### src/rtl/uart_pkg.sv
// Shared types and line levels for the UART transmit/receive blocks.
package uart_pkg;

  typedef enum logic [1:0] {
    IDLE,
    START,
    DATA,
    STOP
  } uart_state_t;

  localparam logic UART_IDLE_LEVEL  = 1'b1;
  localparam logic UART_START_LEVEL = 1'b0;
  localparam logic UART_STOP_LEVEL  = 1'b1;

endpackage

### src/rtl/uart_baud_gen.sv
// Bit-period counter: counts 0..CLK_DIV-1 and pulses tick on the last count.
module uart_baud_gen #(
  parameter int CLK_DIV = 16
) (
  input  logic clk,
  input  logic rst_n,
  input  logic clear,
  output logic tick
);

  localparam int CW = (CLK_DIV > 1) ? $clog2(CLK_DIV) : 1;
  localparam logic [CW-1:0] TERM = CW'(CLK_DIV - 1);

  logic [CW-1:0] cnt;

  assign tick = (cnt == TERM);

  always_ff @(posedge clk or negedge rst_n) begin
    if (!rst_n) begin
      cnt <= '0;
    end else if (clear || tick) begin
      cnt <= '0;
    end else begin
      cnt <= cnt + 1'b1;
    end
  end

endmodule

### src/rtl/uart_tx.sv
// Byte-wide UART transmitter, start + DATA_BITS (LSB first) + stop, valid/ready input.
//   state | meaning
//   IDLE  | line idle high, tx_ready follows ena
//   START | start bit for one bit period
//   DATA  | payload bits, one bit period each
//   STOP  | stop bit for one bit period
module uart_tx
  import uart_pkg::*;
#(
  parameter int CLK_DIV   = 16,
  parameter int DATA_BITS = 8
) (
  input  logic                 clk,
  input  logic                 rst_n,
  input  logic                 ena,
  input  logic [DATA_BITS-1:0] tx_data,
  input  logic                 tx_valid,
  output logic                 tx_ready,
  output logic                 tx,
  output logic                 busy
);

  if (CLK_DIV < 2 || CLK_DIV > 65535 || DATA_BITS < 5 || DATA_BITS > 8) begin : g_param_check
    $error("uart_tx: illegal parameters CLK_DIV=%0d DATA_BITS=%0d", CLK_DIV, DATA_BITS);
  end

  localparam int BW = $clog2(DATA_BITS + 1);
  localparam logic [BW-1:0] LAST_BIT = BW'(DATA_BITS - 1);

  uart_state_t          state, state_nxt;
  logic [DATA_BITS-1:0] shreg, shreg_nxt;
  logic [BW-1:0]        bit_cnt, bit_cnt_nxt;
  logic                 tick, baud_clear, tx_nxt, busy_nxt;

  assign tx_ready   = ena && (state == IDLE);
  assign baud_clear = !ena || (state == IDLE);

  uart_baud_gen #(
    .CLK_DIV(CLK_DIV)
  ) u_baud (
    .clk  (clk),
    .rst_n(rst_n),
    .clear(baud_clear),
    .tick (tick)
  );

  // tx/busy are registered from the current state, so the line trails the FSM by
  // one cycle; tx_ready therefore rises during the last stop-bit cycle, which gives
  // back-to-back frames exactly one idle cycle between them.
  always_ff @(posedge clk or negedge rst_n) begin
    if (!rst_n) begin
      state   <= IDLE;
      shreg   <= '0;
      bit_cnt <= '0;
      tx      <= UART_IDLE_LEVEL;
      busy    <= 1'b0;
    end else begin
      state   <= state_nxt;
      shreg   <= shreg_nxt;
      bit_cnt <= bit_cnt_nxt;
      tx      <= tx_nxt;
      busy    <= busy_nxt;
    end
  end

  always_comb begin
    state_nxt   = state;
    shreg_nxt   = shreg;
    bit_cnt_nxt = bit_cnt;
    tx_nxt      = UART_IDLE_LEVEL;
    busy_nxt    = 1'b0;
    if (!ena) begin
      state_nxt   = IDLE;
      bit_cnt_nxt = '0;
    end else begin
      busy_nxt = (state != IDLE);
      case (state)
        IDLE: begin
          if (tx_valid) begin
            state_nxt = START;
            shreg_nxt = tx_data;
          end
        end
        START: begin
          tx_nxt = UART_START_LEVEL;
          if (tick) state_nxt = DATA;
        end
        DATA: begin
          tx_nxt = shreg[0];
          if (tick) begin
            shreg_nxt = {1'b0, shreg[DATA_BITS-1:1]};
            if (bit_cnt == LAST_BIT) begin
              bit_cnt_nxt = '0;
              state_nxt   = STOP;
            end else begin
              bit_cnt_nxt = bit_cnt + 1'b1;
            end
          end
        end
        STOP: begin
          tx_nxt = UART_STOP_LEVEL;
          if (tick) state_nxt = IDLE;
        end
        default: state_nxt = IDLE;
      endcase
    end
  end

endmodule

### config.mk
export PLATFORM = sky130hd
export DESIGN_NAME = uart_tx
export DESIGN_NICKNAME = d
export VERILOG_FILES = /design/src/rtl/uart_pkg.sv /design/src/rtl/uart_baud_gen.sv /design/src/rtl/uart_tx.sv
export SDC_FILE = /design/constraint.sdc
export NUM_CORES = 1
export LEC_CHECK = 0
export ABC_AREA = 1
export BUFFER_PORTS_ARGS = -buffer_cell sky130_fd_sc_hd__buf_2
export CORE_MARGIN = 8
export CORE_UTILIZATION = 30
export CTS_CLUSTER_DIAMETER = 100
export CTS_CLUSTER_SIZE = 14
export DETAILED_ROUTE_END_ITERATION = 10
export SYNTH_ARGS = -nofsm -noshare
export SYNTH_HDL_FRONTEND = slang
export SYNTH_SLANG_ARGS = --single-unit
### constraint.sdc
create_clock -name clk -period 2.4 [get_ports clk]
set_clock_uncertainty 0.15 [all_clocks]
set_input_delay 0.72 -clock clk [delete_from_list [all_inputs] [get_ports clk]]
set_output_delay 0.72 -clock clk [all_outputs]
set_load 0.05 [all_outputs]
==> results.md, run 1 <==
- Status: complete, no violations
- Post-route insts no fill: 200
- Max-capacitance violation count: 0
- Fmax: 437 MHz
- Initial antenna violation count: 0
- Register-to-Register Path Depth: 8
- Critical path startpoint category: flop
- Post-Synthesis Net Count: 154
- H-tree depth: 1
- DRC Markers: 0
- Final layout net count: 173
- RSZ-0062 raised after global routing: false
- Mapped Area: 0.00106 sq mm
- First-pass GRT wire length: 3.84 mm
- Die area: 0.00570 sq mm
- Tcrit/Tclk final: 0.954
- TNS Setup: 0 ns
- Drt total wl: 2.10 mm
- Design area: 0.00122 sq mm
- Crit Path Max Fanout: 5
- CTS Buf Count: 3
- CP Capture Type: output port
- Number of DRC markers in iteration 0: 51
- NetSw: 0.488 mW
- Mean routed wirelength per cell: 10.5 um
- WP data arrival: 1.42 ns
- Starting Density: 0.316
- Share of layout cells above drive strength 1: 0.188
- Internal Dissipation: 0.659 mW
- Number of vias in the routed layout: 870
- IO Port Bufs: 14
- # IOs: 15
- Dpl hpwl: 1.59 mm
- Met1 wire length: 1.04 mm
- Fin. Hold Viols: 0
- Critical path class: reg -> out
- Tot Pwr: 1.15 mW
- Leak: 0.667 nW
- GP Congestion: 0.736
- Slew margin rel.: 0.691
- Die W: 75.5 um
- CP required: 1.53 ns
- Max layer used: met4
- Met3 wire length: 88 um
- Total global-route track usage: 0.0860
- Diodes inserted: 0
- Worst Tran Pin Value: 0.464 ns
- Pwr Density: 939 mW/mm^2
- Area Growth Syn to Fin: 15.0%
- Placed cell count: 196
- Comb power frac: 0.418
- Max Slew Vio Count: 0
- Core area: 0.00336 sq mm
- Maximum number of pins on one net before global-route repair: 21
- Clk root buf: clkbuf_4
- Placed cell areas: 0.00119 sq mm
- #FFs+latches synth: 20
- Cells after Synth: 136
- Syn_area_per_cell: 7.81 sq um
- Skew-Pair Late Insertion Delay: 0.30 ns
- Total clock sinks: 20
- Seq pwr share: 0.435
- First-pass DRT Iterations: 3
- Yosys warnings: 0
- Final worst path period need: 2.29 ns
- VDD IR max: 362 uV
- Final setup violation count: 0
- Sequential area share after synthesis: 0.472
- Clock power frac: 0.147
- Global route total overflow: 0
- Yosys cell types: 18
- Worst Hold Class: in -> async
- CTS tree: done
- CTS clk-pin slew, worst paths: 0.12 ns
- Clock Tree Buf Depth: 2
- FP Rows: 21
- Die Ht: 75.5 um
- Switching part of the total power: 0.425
- Vias in the first global route: 931
- Post-DR vias/cell: 4.35
- Hold Buf Count CTS: 0
- ANT nets after route: 0
- Met2 Wirelength: 938 um
[layer usage]
| metal | track usage | vias up |
|---|---|---|
| li1 | - | 460 |
| met1 | 0.101 | 395 |
| met2 | 0.143 | 11 |
| met3 | 0.0211 | 4 |
| met4 | 0.0426 | 0 |
| met5 | 0 | - |
[synth_stat cells]
cell type | number | area share
nand3_1 | 14 | 0.066
o21ai_0 | 2 | 0.0094
nand2_2 | 2 | 0.012
dfstp_2 | 1 | 0.025
a21oi_1 | 3 | 0.014
inv_1 | 10 | 0.035
a21oi_4 | 1 | 0.015
dfrtp_1 | 19 | 0.45
xor2_1 | 2 | 0.016
nand2_1 | 58 | 0.20
inv_2 | 3 | 0.011
o21ai_1 | 2 | 0.0094
nor2_2 | 1 | 0.0059
nand2_4 | 1 | 0.011
buf_4 | 1 | 0.0071
ha_1 | 6 | 0.071
o21ai_2 | 1 | 0.0082
nor2_1 | 9 | 0.032
[state kept, by name, indices dropped and copies added, names as in the netlist]
| name | count |
|---|---|
| shreg | 8 |
| busy | 1 |
| tx | 1 |
| bit_cnt | 4 |
| state | 2 |
| u_baud.cnt | 4 |
[path summary, 6_finish.rpt]
kind / startpoint / endpoint / slack (ns)
max in group asynchronous: rst_n / tx$_DFF_PN1_ / 1.56
min in group clk: u_baud.cnt[0]$_DFF_PN0_ / u_baud.cnt[0]$_DFF_PN0_ / 0.33
worst max-delay path: state[0]$_DFFE_PN0P_ / tx_ready / 0.11
worst min register to register: u_baud.cnt[0]$_DFF_PN0_ / u_baud.cnt[0]$_DFF_PN0_ / 0.33
worst max register to register: state[0]$_DFFE_PN0P_ / shreg[4]$_DFFE_PN0P_ / 0.71
worst min-delay path: rst_n / bit_cnt[1]$_DFFE_PN0P_ / 0.20
[critical path, stage by stage (launching register included)]
cell	delay [ns]
dfrtp_1	0.44
inv_1	0.10
ha_2	0.23
nand2_1	0.07
inv_1	0.07
clkbuf_4	0.22
[what timing repair did]
action / 4_1_cts / 5_1_grt
setup endpoints to repair: 0 / 1
hold endpoints to repair: 0 / 0
setup buffers: 0 / 0
resized for setup: 0 / 2
[through the flow]
stage	hold WS (ns)	util	setup slack, ns
6_report	0.200	0.363	0.112
5_1_grt	0.240	0.363	0.00630
3_3_place_gp	0.294	0.354	0.287
2_1_floorplan	0.274	-	0.421
3_5_place_dp	0.310	0.354	0.276
4_1_cts	0.222	0.362	0.0286
[cells by family after synthesis]
| family | Yosys count | share of synthesized area |
|---|---|---|
| xor+xnor | 2 | 0.0165 |
| flops | 20 | 0.472 |
| buf+inv | 14 | 0.0530 |
| simple gates | 85 | 0.331 |
| fa+ha+maj | 6 | 0.0707 |
| compound gates | 9 | 0.0565 |
[cell usage in the layout, fill, tap and decap left out, types with 3 or more instances in the layout]
master,count
inv_2,3
clkbuf_4,4
a21oi_1,3
nand2_1,58
nor2_1,9
buf_2,13
dfrtp_1,19
nand3_1,14
ha_1,5
inv_1,10
[power groups by stage]
stage	Clock [mW]	Sequential, mW	Combinational, mW
2_1_floorplan	0	0.547	0.323
3_3_place_gp	0	0.500	0.476
3_5_place_dp	0	0.507	0.476
4_1_cts	0.170	0.500	0.480
5_1_grt	0.181	0.514	0.557
6_report	0.168	0.499	0.479
[area by class of cell]
cell class / instances / area [sq um]
fill: 386 / 2140
multi-input combinational: 102 / 507
sequential: 20 / 502
timing repair buffer: 15 / 80.1
tap: 46 / 57.6
inverter: 13 / 48.8
clock buffer: 4 / 26.3
(Power assumes the default switching activity.)
==> inputs of run 2 (changes only) <==
--- a/config.mk
+++ b/config.mk
@@ -9,9 +9,10 @@
 export BUFFER_PORTS_ARGS = -buffer_cell sky130_fd_sc_hd__buf_2
 export CORE_MARGIN = 8
 export CORE_UTILIZATION = 30
-export CTS_CLUSTER_DIAMETER = 100
+export CTS_CLUSTER_DIAMETER = 50
 export CTS_CLUSTER_SIZE = 14
 export DETAILED_ROUTE_END_ITERATION = 10
+export RECOVER_POWER = 25
 export SYNTH_ARGS = -nofsm -noshare
 export SYNTH_HDL_FRONTEND = slang
 export SYNTH_SLANG_ARGS = --single-unit
==> run 2 against run 1 <==
Compared with the run above: first-iteration DRC count unchanged; non-clock buffer count unchanged; register-to-register slack about the same; die area did not move; final cell count unchanged; fmax barely moved; sequential share of layout area is essentially flat; count of clock-buffer cells in the layout stayed put; combinational power about the same; flip-flop and latch count is the same; final area down 0.10%; worst setup slack worse by 0.00064 ns; highest routed layer unchanged.
==> results.md, run 2 (synthesis gave the netlist of run 1 again) <==
- Reg with most FFs: shreg
- Total global-route track usage: 0.0860
- Starting Density: 0.316
- Worst Tran Pin Value: 1.11 ns
- CTS clk-pin slew, worst paths: 0.11 ns
- Share of layout cells above drive strength 1: 0.182
- Critical path class: reg -> out
- Dpl hpwl: 1.59 mm
- Worst Hold Launch: u_baud.cnt[0]$_DFF_PN0_
- FP Rows: 21
- VDD IR max: 362 uV
- Post-CTS setup buffers: 0
- Hold Buf Count CTS: 0
- Clock Tree Buf Depth: 2
- CP required: 1.53 ns
- RR Endpoint: shreg[4]$_DFFE_PN0P_
- Pwr Density: 940 mW/mm^2
- Post-DR vias/cell: 4.35
- Diodes inserted: 0
- Clk root buf: clkbuf_4
- Max Slew Vio Count: 0
- IO Port Bufs: 14
- Fmax: 437 MHz
- Pre-CTS setup slack: 0.276 ns
- GP Congestion: 0.736
- Core area: 0.00336 sq mm
- CTS Buf Count: 3
- TNS Setup: 0 ns
- Die Ht: 75.5 um
- Number of DRC markers in iteration 0: 51
- Slew margin rel.: 0.261
- Worst hold margin: 0.331 ns
- RSZ-0062 raised after global routing: false
- Final worst path period need: 2.29 ns
- Leak: 0.664 nW
- Biggest regs: shreg: 8 flops, bit_cnt: 4 flops, u_baud.cnt: 4 flops
- Total clock sinks: 20
- Worst Hold Class: reg -> reg
- H-tree depth: 1
- Global route total overflow: 0
- Post-CTS sizing: 0
- Vias in the first global route: 931
- First-pass DRT Iterations: 3
- WHS Endpoint: u_baud.cnt[0]$_DFF_PN0_
- Area Growth Syn to Fin: 14.8%
- Crit Path Max Fanout: 5
- Maximum number of pins on one net before global-route repair: 21
- Die area: 0.00570 sq mm
- Number of vias in the routed layout: 870
- Final worst setup slack: 0.111 ns
- Commonest cells after routing, fill and taps aside: nand2_1 (58), dfrtp_1 (19), nand3_1 (14)
- Die W: 75.5 um
- WP data arrival: 1.42 ns
- Most common library cell in the layout ignoring fill and taps: nand2_1
- Initial antenna violation count: 0
- # IOs: 15
- First-pass GRT wire length: 3.84 mm
- Tcrit/Tclk final: 0.954
- Drt total wl: 2.10 mm
- Final setup violation count: 0
- Max-capacitance violation count: 0
- CP Capture Type: output port
- Fin. Hold Viols: 0
- Register-to-Register Path Depth: 8
- ANT nets after route: 0
- CTS tree: done
- Skew-Pair Late Insertion Delay: 0.30 ns
- R2R Setup Slk: 0.71 ns
- Crit Reg-Reg Startpoint: state[0]$_DFFE_PN0P_
- Status: complete, no violations
- Mean routed wirelength per cell: 10.5 um
- DRC Markers: 0
- Worst Hold Depth: 1
- Critical path startpoint category: flop
- Final layout net count: 173
- Max reg flops: 8
## run 2: cell count changes in the layout (fill, tap and decap cells not counted), sizes merged
cell / change
buf: -1
clkbuf: +1
## run 2: final cells by class
| class | count | area [sq um] |
|---|---|---|
| Inverter | 13 | 48.8 |
| Multi-Input combinational cell | 102 | 507 |
| Sequential cell | 20 | 502 |
| Tap cell | 46 | 57.6 |
| Clock buffer | 4 | 26.3 |
| Fill cell | 387 | 2140 |
| Timing Repair Buffer | 15 | 78.8 |
## run 2: worst max path at each step
stage / start / end / slack [ns] / cells past startpoint
6_report: state[0]$_DFFE_PN0P_ / tx_ready / 0.11 / 5
5_1_grt: state[0]$_DFFE_PN0P_ / tx_ready / 0.006 / 5
4_1_cts: state[0]$_DFFE_PN0P_ / tx_ready / 0.03 / 5
3_5_place_dp: ena / tx_ready / 0.28 / 4
3_3_place_gp: ena / tx_ready / 0.29 / 4
2_1_floorplan: state[0]$_DFFE_PN0P_ / tx_ready / 0.42 / 4
## run 2: per-stage QoR
| step | std cells | instance area (sq um) | power [mW] | utilization |
|---|---|---|---|---|
| final | 200 | 1220 | 1.15 | 0.363 |
| after global routing | 200 | 1220 | 1.25 | 0.363 |
| after CTS | 200 | 1220 | 1.15 | 0.362 |
| after detailed placement | 196 | 1190 | 0.984 | 0.354 |
| after global placement | 196 | 1190 | 0.975 | 0.354 |
| after floorplan | 136 | 1060 | 0.869 | - |
## run 2: per-layer routing
metal | vias up | track usage | share of wire
li1 | 460 | - | -
met1 | 395 | 0.101 | 0.50
met2 | 11 | 0.143 | 0.44
met3 | 4 | 0.0211 | 0.042
met4 | 0 | 0.0426 | 0.015
met5 | - | 0 | 0
## run 2: report_power, final
part / leakage [nW] / switching (mW) / internal (mW)
combinational: 0.389 / 0.325 / 0.154
clock: 0.0150 / 0.104 / 0.0647
sequential: 0.261 / 0.0590 / 0.440
total: 0.664 / 0.488 / 0.659
## run 2: worst max-delay path, stage by stage (launching register included)
cell,delay (ns)
dfrtp_1,0.44
inv_1,0.10
ha_2,0.23
nand2_1,0.07
inv_1,0.07
clkbuf_4,0.22
==> inputs of run 3 (changes only) <==
--- a/config.mk
+++ b/config.mk
@@ -6,12 +6,13 @@
 export NUM_CORES = 1
 export LEC_CHECK = 0
 export ABC_AREA = 1
-export BUFFER_PORTS_ARGS = -buffer_cell sky130_fd_sc_hd__buf_2
+export BUFFER_PORTS_ARGS = -buffer_cell sky130_fd_sc_hd__buf_4
 export CORE_MARGIN = 8
 export CORE_UTILIZATION = 30
 export CTS_CLUSTER_DIAMETER = 50
 export CTS_CLUSTER_SIZE = 14
 export DETAILED_ROUTE_END_ITERATION = 10
+export MAX_ROUTING_LAYER = met4
 export RECOVER_POWER = 25
 export SYNTH_ARGS = -nofsm -noshare
 export SYNTH_HDL_FRONTEND = slang
==> run 3 against run 2 <==
Compared with the run above: worst setup slack improved by 0.011 ns; non-clock buffer count unchanged; final cell count did not move; routed wire length grew 2.9%; global-route usage up 0.51 points; sequential share of layout area down 0.99 points; largest power group unchanged.
==> results.md, run 3 (synthesis gave the netlist of run 1 again) <==
- Status: complete, no violations
- First-pass GRT wire length: 3.94 mm
- Area Growth Syn to Fin: 17.7%
- Layout fillers: 377
- Final worst setup slack: 0.122 ns
- Pwr Density: 926 mW/mm^2
- VDD IR max: 385 uV
- Leak: 0.675 nW
- Maximum number of pins on one net before global-route repair: 21
- Total clock sinks: 20
- CP max stage delay: 0.44 ns
- Critical path class: reg -> out
- Placed cell areas: 0.00122 sq mm
- CP required: 1.53 ns
- Skew-Pair Late Insertion Delay: 0.29 ns
- TNS Setup: 0 ns
- Post-DR vias/cell: 4.55
- Number of DRC markers in iteration 0: 89
- Final layout net count: 173
- Starting Density: 0.316
- CTS clk-pin slew, worst paths: 0.11 ns
- Clk root buf: clkbuf_4
- Mean routed wirelength per cell: 10.8 um
- Pre-CTS setup slack: 0.374 ns
- Share of layout cells above drive strength 1: 0.182
- IO Port Bufs: 14
- Commonest cells after routing, fill and taps aside: nand2_1 (58), dfrtp_1 (19), nand3_1 (14), buf_4 (14), inv_1 (10)
- First-pass DRT Iterations: 4
- Number of vias in the routed layout: 910
- Critical Path Most Common Cell: inv_1
- Die Ht: 75.5 um
- FP Rows: 21
- RSZ-0062 raised after global routing: false
- Final worst path period need: 2.28 ns
- Clock Tree Buf Depth: 2
- Design area: 0.00125 sq mm
- Vias in the first global route: 988
- Max reg flops: 8
- Slew margin rel.: 0.283
- CP Capture Type: output port
- Fin. Hold Viols: 0
- Die W: 75.5 um
- Die area: 0.00570 sq mm
- H-tree depth: 1
- Initial antenna violation count: 0
- Storage cell area: 502 sq um
- Total global-route track usage: 0.0912
- Crit Path Max Fanout: 5
- Footprint of the multi-input gates: 507 sq um
- Critical path, cell by cell: inv_1, ha_2, nand2_1, inv_1, buf_4
- Dpl hpwl: 1.64 mm
- Worst Hold Class: reg -> reg
- Fmax: 439 MHz
- Max Slew Vio Count: 0
- CTS Buf Count: 3
- Global route total overflow: 0
- Reg with most FFs: shreg
- Final setup violation count: 0
- Most common library cell in the layout ignoring fill and taps: nand2_1
- Worst Tran Pin Value: 1.08 ns
- ANT nets after route: 0
- Tcrit/Tclk final: 0.949
- Drt total wl: 2.16 mm
- Diodes inserted: 0
- Biggest regs: shreg: 8 flops, bit_cnt: 4 flops, u_baud.cnt: 4 flops
- Post-CTS setup buffers: 0
- DRC Markers: 0
- Core area: 0.00336 sq mm
- CP max stage cell: dfrtp_1
- WP data arrival: 1.41 ns
- GP Congestion: 0.745
- CTS tree: done
- Critical path startpoint category: flop
- # IOs: 15
- Max-capacitance violation count: 0
[run 3: changes by cell type in the layout (fill, tap and decap cells not counted), sizes merged]
cell,before,now
buf,13,14
clkbuf,6,5
[run 3: cell type report]
| type | instances | share of cell area |
|---|---|---|
| multi-input combinational | 102 | 0.405 |
| timing repair buffer | 15 | 0.0871 |
| tap | 46 | 0.0460 |
| clock buffer | 4 | 0.0210 |
| inverter | 13 | 0.0390 |
| sequential | 20 | 0.401 |
[run 3: where the power goes]
part / total [mW] / internal (mW) / switching (mW)
Combinational: 0.498 / 0.168 / 0.330
Sequential: 0.499 / 0.440 / 0.0587
Clock: 0.160 / 0.0646 / 0.0956
[run 3: per-layer routing]
metal,GRT usage,part of all wire
met5,-,0
met2,0.158,0.50
met4,0.0426,0.0056
met1,0.0952,0.44
met3,0.0224,0.054
[run 3: worst paths after layout]
check | slack, ns | startpoint | endpoint | cells past startpoint
setup / recovery | 0.12 | state[0]$_DFFE_PN0P_ | tx_ready | 5
hold / removal | 0.33 | u_baud.cnt[0]$_DFF_PN0_ | u_baud.cnt[0]$_DFF_PN0_ | 1
setup reg to reg | 0.69 | state[0]$_DFFE_PN0P_ | shreg[6]$_DFFE_PN0P_ | 8
hold reg to reg | 0.33 | u_baud.cnt[0]$_DFF_PN0_ | u_baud.cnt[0]$_DFF_PN0_ | 1
max in group asynchronous | 1.01 | rst_n | bit_cnt[0]$_DFFE_PN0P_ | 1
min in group asynchronous | 0.44 | rst_n | state[1]$_DFFE_PN0P_ | 1
[run 3: repair_timing]
| action | CTS | global route |
|---|---|---|
| gates resized for setup | 0 | 1 |
| hold endpoints to repair | 0 | 0 |
| hold buffers | 0 | 0 |
| setup endpoints to repair | 0 | 1 |
[run 3: critical path: cells and delay by family (launching register included)]
kind	cells	cell delay, ns
fa+ha+maj	1	0.24
simple gates	1	0.07
flops	1	0.44
buf+inv	3	0.37
[run 3: through the flow]
| step | power, mW | instances | utilization | hold WS (ns) |
|---|---|---|---|---|
| 6_report | 1.16 | 200 | 0.372 | 0.328 |
| 3_5_place_dp | 1.00 | 196 | 0.364 | 0.314 |
| 5_1_grt | 1.27 | 200 | 0.372 | 0.363 |
| 3_3_place_gp | 0.993 | 196 | 0.364 | 0.295 |
| 2_1_floorplan | 0.869 | 136 | - | 0.274 |
| 4_1_cts | 1.17 | 200 | 0.372 | 0.132 |
